File: config.mk
export PLATFORM = sky130hd
export DESIGN_NAME = pc_sequencer
export DESIGN_NICKNAME = d
export VERILOG_FILES = /design/src/rtl/pc_sequencer_pkg.sv /design/src/rtl/pc_sequencer_redirect_latch.sv /design/src/rtl/pc_sequencer.sv
export SDC_FILE = /design/constraint.sdc
export NUM_CORES = 1
export LEC_CHECK = 0
export ABC_AREA = 1
export CAP_MARGIN = 20
export CORE_ASPECT_RATIO = 1.25
export CORE_UTILIZATION = 40
export DETAILED_ROUTE_END_ITERATION = 16
export PLACE_DENSITY = 0.73
export SYNTH_ARGS = -nofsm -noshare
export SYNTH_HDL_FRONTEND = slang
export SYNTH_SLANG_ARGS = --single-unit
File: constraint.sdc
create_clock -name clk -period 1.7 [get_ports clk]
set_input_delay 0.34 -clock clk [delete_from_list [all_inputs] [get_ports clk]]
set_output_delay 0.34 -clock clk [all_outputs]
set_load 0.01 [all_outputs]
File: src/rtl/pc_sequencer_pkg.sv
`default_nettype none
// +----------------------------------------------------------------------+
// | Module  : pc_sequencer_pkg                                           |
// | Brief   : Shared constants and state encoding for the PC sequencer.  |
// | Revision: 1.0  initial release                                       |
// +----------------------------------------------------------------------+
package pc_sequencer_pkg;

  // PC width and the fixed addresses/increment used by the sequencer
  localparam int                ADDR_W    = 13;
  localparam logic [ADDR_W-1:0] PC_INC    = 13'd4;
  localparam logic [ADDR_W-1:0] RESET_VEC = 13'h0000;
  localparam logic [ADDR_W-1:0] EXC_VEC   = 13'h0100;

  // Sequencer states
  typedef enum logic [1:0] {
    ST_BOOT   = 2'd0,
    ST_FETCH  = 2'd1,
    ST_HOLD   = 2'd2,
    ST_HALTED = 2'd3
  } state_e;

endpackage : pc_sequencer_pkg
`default_nettype wire

File: src/rtl/pc_sequencer_redirect_latch.sv
`default_nettype none
// +----------------------------------------------------------------------+
// | Module  : pc_sequencer_redirect_latch                                |
// | Brief   : Holds one redirect target that arrived while a fetch was   |
// |           still outstanding. A newer redirect overwrites the old one.|
// | Revision: 1.0  initial release                                       |
// +----------------------------------------------------------------------+
module pc_sequencer_redirect_latch
  import pc_sequencer_pkg::*;
(
  input  logic              clk,
  input  logic              reset,
  input  logic              set_i,
  input  logic              clr_i,
  input  logic [ADDR_W-1:0] target_i,
  output logic              valid_o,
  output logic [ADDR_W-1:0] target_o
);

  logic              valid_q;
  logic              valid_d;
  logic [ADDR_W-1:0] target_q;
  logic [ADDR_W-1:0] target_d;

  // Next-state: clear wins, otherwise a new redirect overwrites any held one
  always_comb begin
    valid_d  = valid_q;
    target_d = target_q;
    if (clr_i) begin
      valid_d = 1'b0;
    end else if (set_i) begin
      valid_d  = 1'b1;
      target_d = target_i;
    end
  end

  // Pending register; reset drops any latched redirect
  always_ff @(posedge clk or posedge reset) begin
    if (reset) begin
      valid_q  <= 1'b0;
      target_q <= RESET_VEC;
    end else begin
      valid_q  <= valid_d;
      target_q <= target_d;
    end
  end

  assign valid_o  = valid_q;
  assign target_o = target_q;

endmodule : pc_sequencer_redirect_latch
`default_nettype wire

File: src/rtl/pc_sequencer.sv
`default_nettype none
// +----------------------------------------------------------------------+
// | Module  : pc_sequencer                                               |
// | Brief   : Drives pc_next for the PC register every cycle: fetch      |
// |           handshake, hazard hold/refetch, branch/jump redirects      |
// |           (including mid-fetch), exceptions and halt.                |
// | Revision: 1.0  initial release                                       |
// +----------------------------------------------------------------------+
module pc_sequencer
  import pc_sequencer_pkg::*;
(
  input  logic              clk,
  input  logic              reset,
  input  logic [ADDR_W-1:0] pc_cur_i,
  input  logic              imem_ack_i,
  input  logic              stall_i,
  input  logic              branch_taken_i,
  input  logic [ADDR_W-1:0] branch_target_i,
  input  logic              jump_i,
  input  logic [ADDR_W-1:0] jump_target_i,
  input  logic              exc_i,
  input  logic              halt_i,
  output logic [ADDR_W-1:0] pc_next_o,
  output logic              imem_req_o,
  output logic              fetch_valid_o,
  output logic              halted_o,
  output logic              redir_pend_o
);

  state_e            state_q;
  state_e            state_d;

  logic              w_redir_now;
  logic [ADDR_W-1:0] w_redir_tgt;
  logic              w_pend_set;
  logic              w_pend_clr;
  logic              w_pend_valid;
  logic [ADDR_W-1:0] w_pend_tgt;

  // A jump decoded in the same cycle as a taken branch takes precedence
  assign w_redir_now = jump_i | branch_taken_i;
  assign w_redir_tgt = jump_i ? jump_target_i : branch_target_i;

  pc_sequencer_redirect_latch u_redirect_latch (
    .clk      (clk),
    .reset    (reset),
    .set_i    (w_pend_set),
    .clr_i    (w_pend_clr),
    .target_i (w_redir_tgt),
    .valid_o  (w_pend_valid),
    .target_o (w_pend_tgt)
  );

  // State register; reset aborts any fetch in flight and returns to BOOT
  always_ff @(posedge clk or posedge reset) begin
    if (reset) begin
      state_q <= ST_BOOT;
    end else begin
      state_q <= state_d;
    end
  end

  // Next-state and next-PC selection; holding the PC means feeding pc_cur back
  always_comb begin
    state_d       = state_q;
    pc_next_o     = pc_cur_i;
    fetch_valid_o = 1'b0;
    imem_req_o    = (state_q == ST_FETCH);
    halted_o      = (state_q == ST_HALTED);
    w_pend_set    = 1'b0;
    w_pend_clr    = 1'b0;

    if (state_q == ST_BOOT) begin
      pc_next_o = RESET_VEC;
      state_d   = ST_FETCH;
    end else if (exc_i) begin
      // Exception also wakes a halted core
      pc_next_o  = EXC_VEC;
      w_pend_clr = 1'b1;
      state_d    = ST_FETCH;
    end else if (halt_i) begin
      w_pend_clr = 1'b1;
      state_d    = ST_HALTED;
    end else begin
      case (state_q)
        ST_FETCH: begin
          if (!imem_ack_i) begin
            // Fetch still outstanding: remember the redirect until data returns
            w_pend_set = w_redir_now;
          end else if (w_redir_now) begin
            pc_next_o  = w_redir_tgt;
            w_pend_clr = 1'b1;
          end else if (w_pend_valid) begin
            pc_next_o  = w_pend_tgt;
            w_pend_clr = 1'b1;
          end else if (stall_i) begin
            state_d = ST_HOLD;
          end else begin
            fetch_valid_o = 1'b1;
            pc_next_o     = pc_cur_i + PC_INC;
          end
        end
        ST_HOLD: begin
          if (w_redir_now) begin
            pc_next_o  = w_redir_tgt;
            w_pend_clr = 1'b1;
            state_d    = ST_FETCH;
          end else if (!stall_i) begin
            // Refetch the same address; the held instruction was not consumed
            state_d = ST_FETCH;
          end
        end
        default: begin
          // HALTED: only reset or an exception leaves this state
          state_d = ST_HALTED;
        end
      endcase
    end
  end

  assign redir_pend_o = w_pend_valid;

endmodule : pc_sequencer
`default_nettype wire

==> qor.yml, run 1 <==
status:
  outcome: "complete, but fails checks"
  violations: "negative setup slack"
clock_tree:
  path_clk_slew_ps: 60
  numCtsBuffers: 3
  root_buffer: "clkbuf_8"
  tritoncts: "done"
  clock_sinks: 16
  htree_levels: 1
  clock_latency_ps: 250
  hold_buffers: 0
  cts_buffer_depth: 2
worst_setup_path:
  crit_top_cell: "nor2_1"
  critPathSlowestCell: "dfrtp_1"
  crit_type: "reg -> out"
  cp.arrival_ps: 1680
  critPathRequiredTime_ps: 1360
  crit_fanout: 5
  crit_chain: "buf_4 > ha_2 > buf_6 > o21ai_0 > nor2_1 > nor2_1 > a21oi_2 > buf_2"
  worstPathBufferInverterCount: 3
  critPathMaxStageDelay_ps: 360
  crit_family: "buffers and inverters"
  cp-start-kind: "flop"
  end_kind: "output port"
floorplanning:
  io_pins: 64
  num_rows: 28
  initial_utilization_pct: 41.97
  die_y_um: 81.34
  fp.dieArea_um2: 5326
  coreArea_um2: 4800
  die_x_um: 65.48
synth:
  async_flop_share_pct: 100.0
  yosys_warnings: 0
  yosysMostFrequentCell: "nand2_1"
  synth_seq_cells: 16
  synth_edf_count: 0
  synth_ff_type: "dfrtp_1"
  seq_area_frac_synth_pct: 19.88
  synth.distinct_cells: 35
  avgSynthCellArea_um2: 5.659
  yosysTopAreaCell: "nand2_1"
  synth_top_area_share_pct: 23.11
  synth.cell_area_um2: 2014
  synth_common_cells: "nand2_1 (124), a21oi_1 (41), inv_1 (34)"
  synthCells: 356
  synth.area.top_cells: "nand2_1 (23%), dfrtp_1 (20%), a21oi_1 (10%), o21ai_0 (7.7%), inv_1 (6.3%)"
  syn_nets: 410
detailed_routing:
  wire_per_inst_um: 14.97
  drcViolationCount: 0
  vias: 2962
  drtIter0Drc: 276
  top_layer_used: "met4"
  met2WireLength_um: 4286
  wl_met1_um: 3155
  avgViaCountPerCell: 5.435
  dr_wl_met3_um: 483
  antenna_left: 0
  first_pass_iters: 5
  wirelength_um: 8160
sta:
  timing.hold.ws_ps: 453.7
  setup_viol: 30
  slew_headroom_pct: 60.19
  final-max-slew-violation-count: 0
  hold_viol_final: 0
  tightest_slew_ps: 596.4
  fmaxAchievable_ghz: 0.4961
  layout_worst_path_cycle_share_pct: 118.6
  rsz0062_at_grt: "yes"
  min_period_ps: 2016
  fin_worst_skew_ps: 2.076
  worst_slack_ps: -315.8
  setup_tns_ps: -5663
place:
  dp_hpwl_um: 5565
  place_congestion: 0.9262
  place_area_um2: 3221
  port_buffers: 63
finish:
  fin_area_um2: 3608
  fillCellCount: 364
  regArea_um2: 400.4
  final_nets: 541
  n_antenna_cell: 0
  multi_input_area_um2: 1679
  drive_gt1_share_pct: 40.21
  area_growth_syn_to_layout_pct: 79.13
grt:
  grt_pass1_wl_um: 12450
  antenna_found_initial: 0
  grt_max_degree: 17
  overflow: 0
  grt_pass1_vias: 2775
  grtUsageTotal_pct: 29.83
job:
  maxCapViolations: 0
pwr:
  p_seq_share_pct: 26.5
  internal_power_uw: 1369
  vdd_drop_max_mv: 0.6032
  p_leak_uw: 0.001813
  p_per_area_nw_per_um2: 657.0
  power.share.clock_pct: 11.7
  swShare_pct: 42.25
  power_switching_uw: 1002
  combPwrFrac_pct: 61.7
hold_path:
  hold_class: "in -> async"
==> power groups by stage <==
stage	Combinational [uW]	Sequential, uW	Clock [uW]
after global placement	1230	579	0
after CTS	1330	596	280
after floorplan	654	572	0
after detailed placement	1260	587	0
after global routing	1580	634	298
final	1460	629	278
==> cell families after synthesis <==
logic type,share of synthesized area (%)
mux,0.4969
flops,19.88
simple gates,38.63
fa+ha+maj,4.348
buf+inv,11.55
xor+xnor,0.8697
compound gates,24.22
==> per-stage QoR <==
step / total power, uW / std cells / setup WS [ps] / utilization, %
global placement: 1812 / 531 / -1056 / 67.10
detailed placement: 1850 / 531 / -1092 / 67.10
CTS: 2207 / 544 / -257.6 / 72.42
floorplan: 1226 / 356 / -9.839 / -
global route: 2511 / 545 / -433.1 / 75.18
finish: 2371 / 545 / -315.8 / 75.18
==> state kept, by name (all words and copies together), names as in the netlist <==
register,cells
u_redirect_latch.target_o,13
u_redirect_latch.valid_o,1
state_q,2
==> layout by cell type (no fill, tap or decap), types with 6 or more instances in the layout <==
cell type	synthesis	final
a21oi_2	0	12
buf_6	1	17
nor2_4	1	6
inv_1	34	26
o21ai_2	5	10
inv_2	4	9
o21ai_1	4	13
nand2_1	124	96
dfrtp_1	16	16
nor2_1	27	21
buf_2	7	18
nand3_1	19	15
o21ai_0	31	17
buf_4	2	57
a21oi_1	41	29
nand2_2	2	23
clkdlybuf4s50_1	0	29
dlygate4sd2_1	0	8
nand2_4	1	7
==> path summary, 6_finish.rpt <==
kind / depth (start not counted) / slack, ps / start / endpoint
max: 8 / -320 / state_q[1] / pc_next_o[4]
min: 2 / 450 / reset / u_redirect_latch.target_o[1]
max reg2reg: 12 / -160 / state_q[1] / u_redirect_latch.target_o[8]
min reg2reg: 2 / 490 / u_redirect_latch.target_o[7] / u_redirect_latch.target_o[7]
max in group asynchronous: 2 / 860 / reset / u_redirect_latch.target_o[10]
min in group clk: 2 / 490 / u_redirect_latch.target_o[7] / u_redirect_latch.target_o[7]
==> layer usage <==
metal	global-route usage [%]	vias to the layer above
met1	36.00	1362
met3	1.966	30
met4	11.74	0
li1	-	1412
met2	54.33	158
met5	0	-
==> what timing repair did <==
| item | in CTS | in global routing |
|---|---|---|
| buffers inserted | 9 | 3 |
| gates resized for setup | 180 | 45 |
| pin swaps | 38 | 17 |
| endpoints found under the setup margin | 33 | 31 |
| gates cloned | 1 | 0 |
==> cell type report <==
class,count,area share [%]
clock buffers,3,1.144
flip-flops and latches,16,11.10
repair buffers,140,33.70
multi-input cells,285,46.53
repair inverters,1,0.2427
well taps,60,2.080
inverters,40,5.201
(Power assumes the default switching activity.)
==> inputs of run 2 (changes only) <==
- CTS_CLUSTER_SIZE: not set -> 24
==> results of run 2 <==
The final DEF is identical to that of run 1; final timing and power are the same.
==> inputs of run 3 (changes only) <==
- CELL_PAD_IN_SITES_DETAIL_PLACEMENT: not set -> 1
- CELL_PAD_IN_SITES_GLOBAL_PLACEMENT: not set -> 1
- CORE_UTILIZATION: 40 -> 28
- PLACE_DENSITY: 0.73 -> not set
- PLACE_DENSITY_LB_ADDON: not set -> 0.1
==> run 3 against run 2 <==
  * Register-to-register slack got worse by 80 ps
  * Final cell count up 10%
  * The flow still finishes with violations (negative setup slack)
  * Highest routed layer unchanged
  * Core utilization decreased by 17 points
  * Clock-buffer cell count stayed put
  * Power up 13%
  * Setup slack lost 52 ps
  * Combinational power grew 21%
  * Clock skew up 6.7 ps
  * Die area up 42%
  * Sequential share of layout area fell by 1.2 points
==> qor.yml, run 3 (same netlist as run 1, synthesis figures left out) <==
status:
  outcome: "complete, but fails checks"
  violations: "negative setup slack"
place:
  post-place-ws_ps: -1167
  dp_hpwl_um: 6668
  port_buffers: 63
  place_congestion: 0.8760
  place_area_um2: 3366
sta:
  worst_slack_ps: -367.4
  layout_worst_path_cycle_share_pct: 121.6
  fin_worst_skew_ps: 8.730
  timing.hold.ws_ps: 390.6
  min_period_ps: 2067
  setup_viol: 30
  slew_headroom_pct: 76.67
  fmaxAchievable_ghz: 0.4837
  tightest_slew_ps: 349.9
  hold_viol_final: 0
  final-max-slew-violation-count: 0
  setup_tns_ps: -7541
  rsz0062_at_grt: "yes"
finish:
  area_growth_syn_to_layout_pct: 101.2
  drive_gt1_share_pct: 47.75
  most-common-layout-cells: "nand2_1 (98), buf_4 (79), inv_1 (27), clkdlybuf4s50_1 (27), a21oi_2 (24)"
  largest_reg_flops: 13
  n_antenna_cell: 0
  fin_area_um2: 4053
  layout_commonest_cell: "nand2_1"
  final_nets: 567
clock_tree:
  cts_buffer_depth: 2
  numCtsBuffers: 3
  path_clk_slew_ps: 70
  root_buffer: "clkbuf_8"
  htree_levels: 1
  clock_latency_ps: 260
  clock_sinks: 16
  tritoncts: "done"
hold_path:
  hold_class: "in -> async"
worst_setup_path:
  crit_fanout: 4
  critPathRequiredTime_ps: 1360
  crit_type: "reg -> out"
  cp.arrival_ps: 1730
  cp-start-kind: "flop"
  end_kind: "output port"
floorplanning:
  initial_utilization_pct: 28.87
  die_x_um: 77.87
  io_pins: 64
  die_y_um: 96.83
  fp.dieArea_um2: 7540
  num_rows: 34
  coreArea_um2: 6977
job:
  maxCapViolations: 0
detailed_routing:
  wire_per_inst_um: 18.30
  vias: 3102
  avgViaCountPerCell: 5.161
  wirelength_um: 11000
  first_pass_iters: 4
  drtIter0Drc: 141
  antenna_left: 0
  drcViolationCount: 0
pwr:
  vdd_drop_max_mv: 0.4937
  p_per_area_nw_per_um2: 660.1
  p_leak_uw: 0.001988
grt:
  overflow: 0
  grt_pass1_wl_um: 15760
  grtUsageTotal_pct: 26.72
  antenna_found_initial: 0
  grt_max_degree: 17
  grt_pass1_vias: 3301
==> run 3: path summary, 6_finish.rpt <==
path,from,end,slack [ps],cells after the start
setup / recovery,state_q[0],pc_next_o[4],-370,9
hold / removal,reset,state_q[0],390,3
setup reg to reg,state_q[1],u_redirect_latch.target_o[4],-240,12
hold reg to reg,u_redirect_latch.target_o[11],u_redirect_latch.target_o[11],490,2
max in group asynchronous,reset,u_redirect_latch.target_o[11],1110,3
min in group clk,branch_target_i[2],u_redirect_latch.target_o[2],480,5
==> run 3: repair_timing <==
action / 4_1_cts / 5_1_grt
cloned: 1 / 1
pin swaps: 39 / 48
resized for setup: 212 / 67
endpoints found under the setup margin: 33 / 31
hold buffers: 0 / 0
buffers inserted: 15 / 6
==> run 3: power breakdown <==
part           internal, uW  switching (uW)
combinational           839             920
sequential              514             105
clock                   158             139
total                  1510            1160
==> run 3: through the flow <==
| stage | power [uW] | instances | util [%] |
|---|---|---|---|
| after CTS | 2434 | 595 | 54.45 |
| after global routing | 2828 | 601 | 58.09 |
| after floorplan | 1226 | 356 | - |
| after detailed placement | 1940 | 577 | 48.24 |
| final | 2675 | 601 | 58.09 |
| after global placement | 1901 | 577 | 48.24 |
==> run 3: worst max-delay path: stages, from the launching register on <==
cell     delay [ps]
dfrtp_1         400
inv_2           100
buf_6           110
ha_4            160
buf_6           130
o21ai_2          60
nor2_2          120
nor2_2           60
a21oi_2         160
buf_2           150
==> run 3: metal layers <==
metal,share of wire (%),global-route usage [%]
met1,38,30.26
met2,54,49.29
met3,3.3,2.264
met4,4.3,12.77
met5,0,0
==> run 3: cell type report <==
class	instances	area (um2)
multi-input combinational	285	1866
timing repair buffer	165	1424
clock buffer	3	41.29
fill	924	2924
inverter	40	190.2
sequential	16	400.4
timing repair inverter	2	18.77
tap	90	112.6
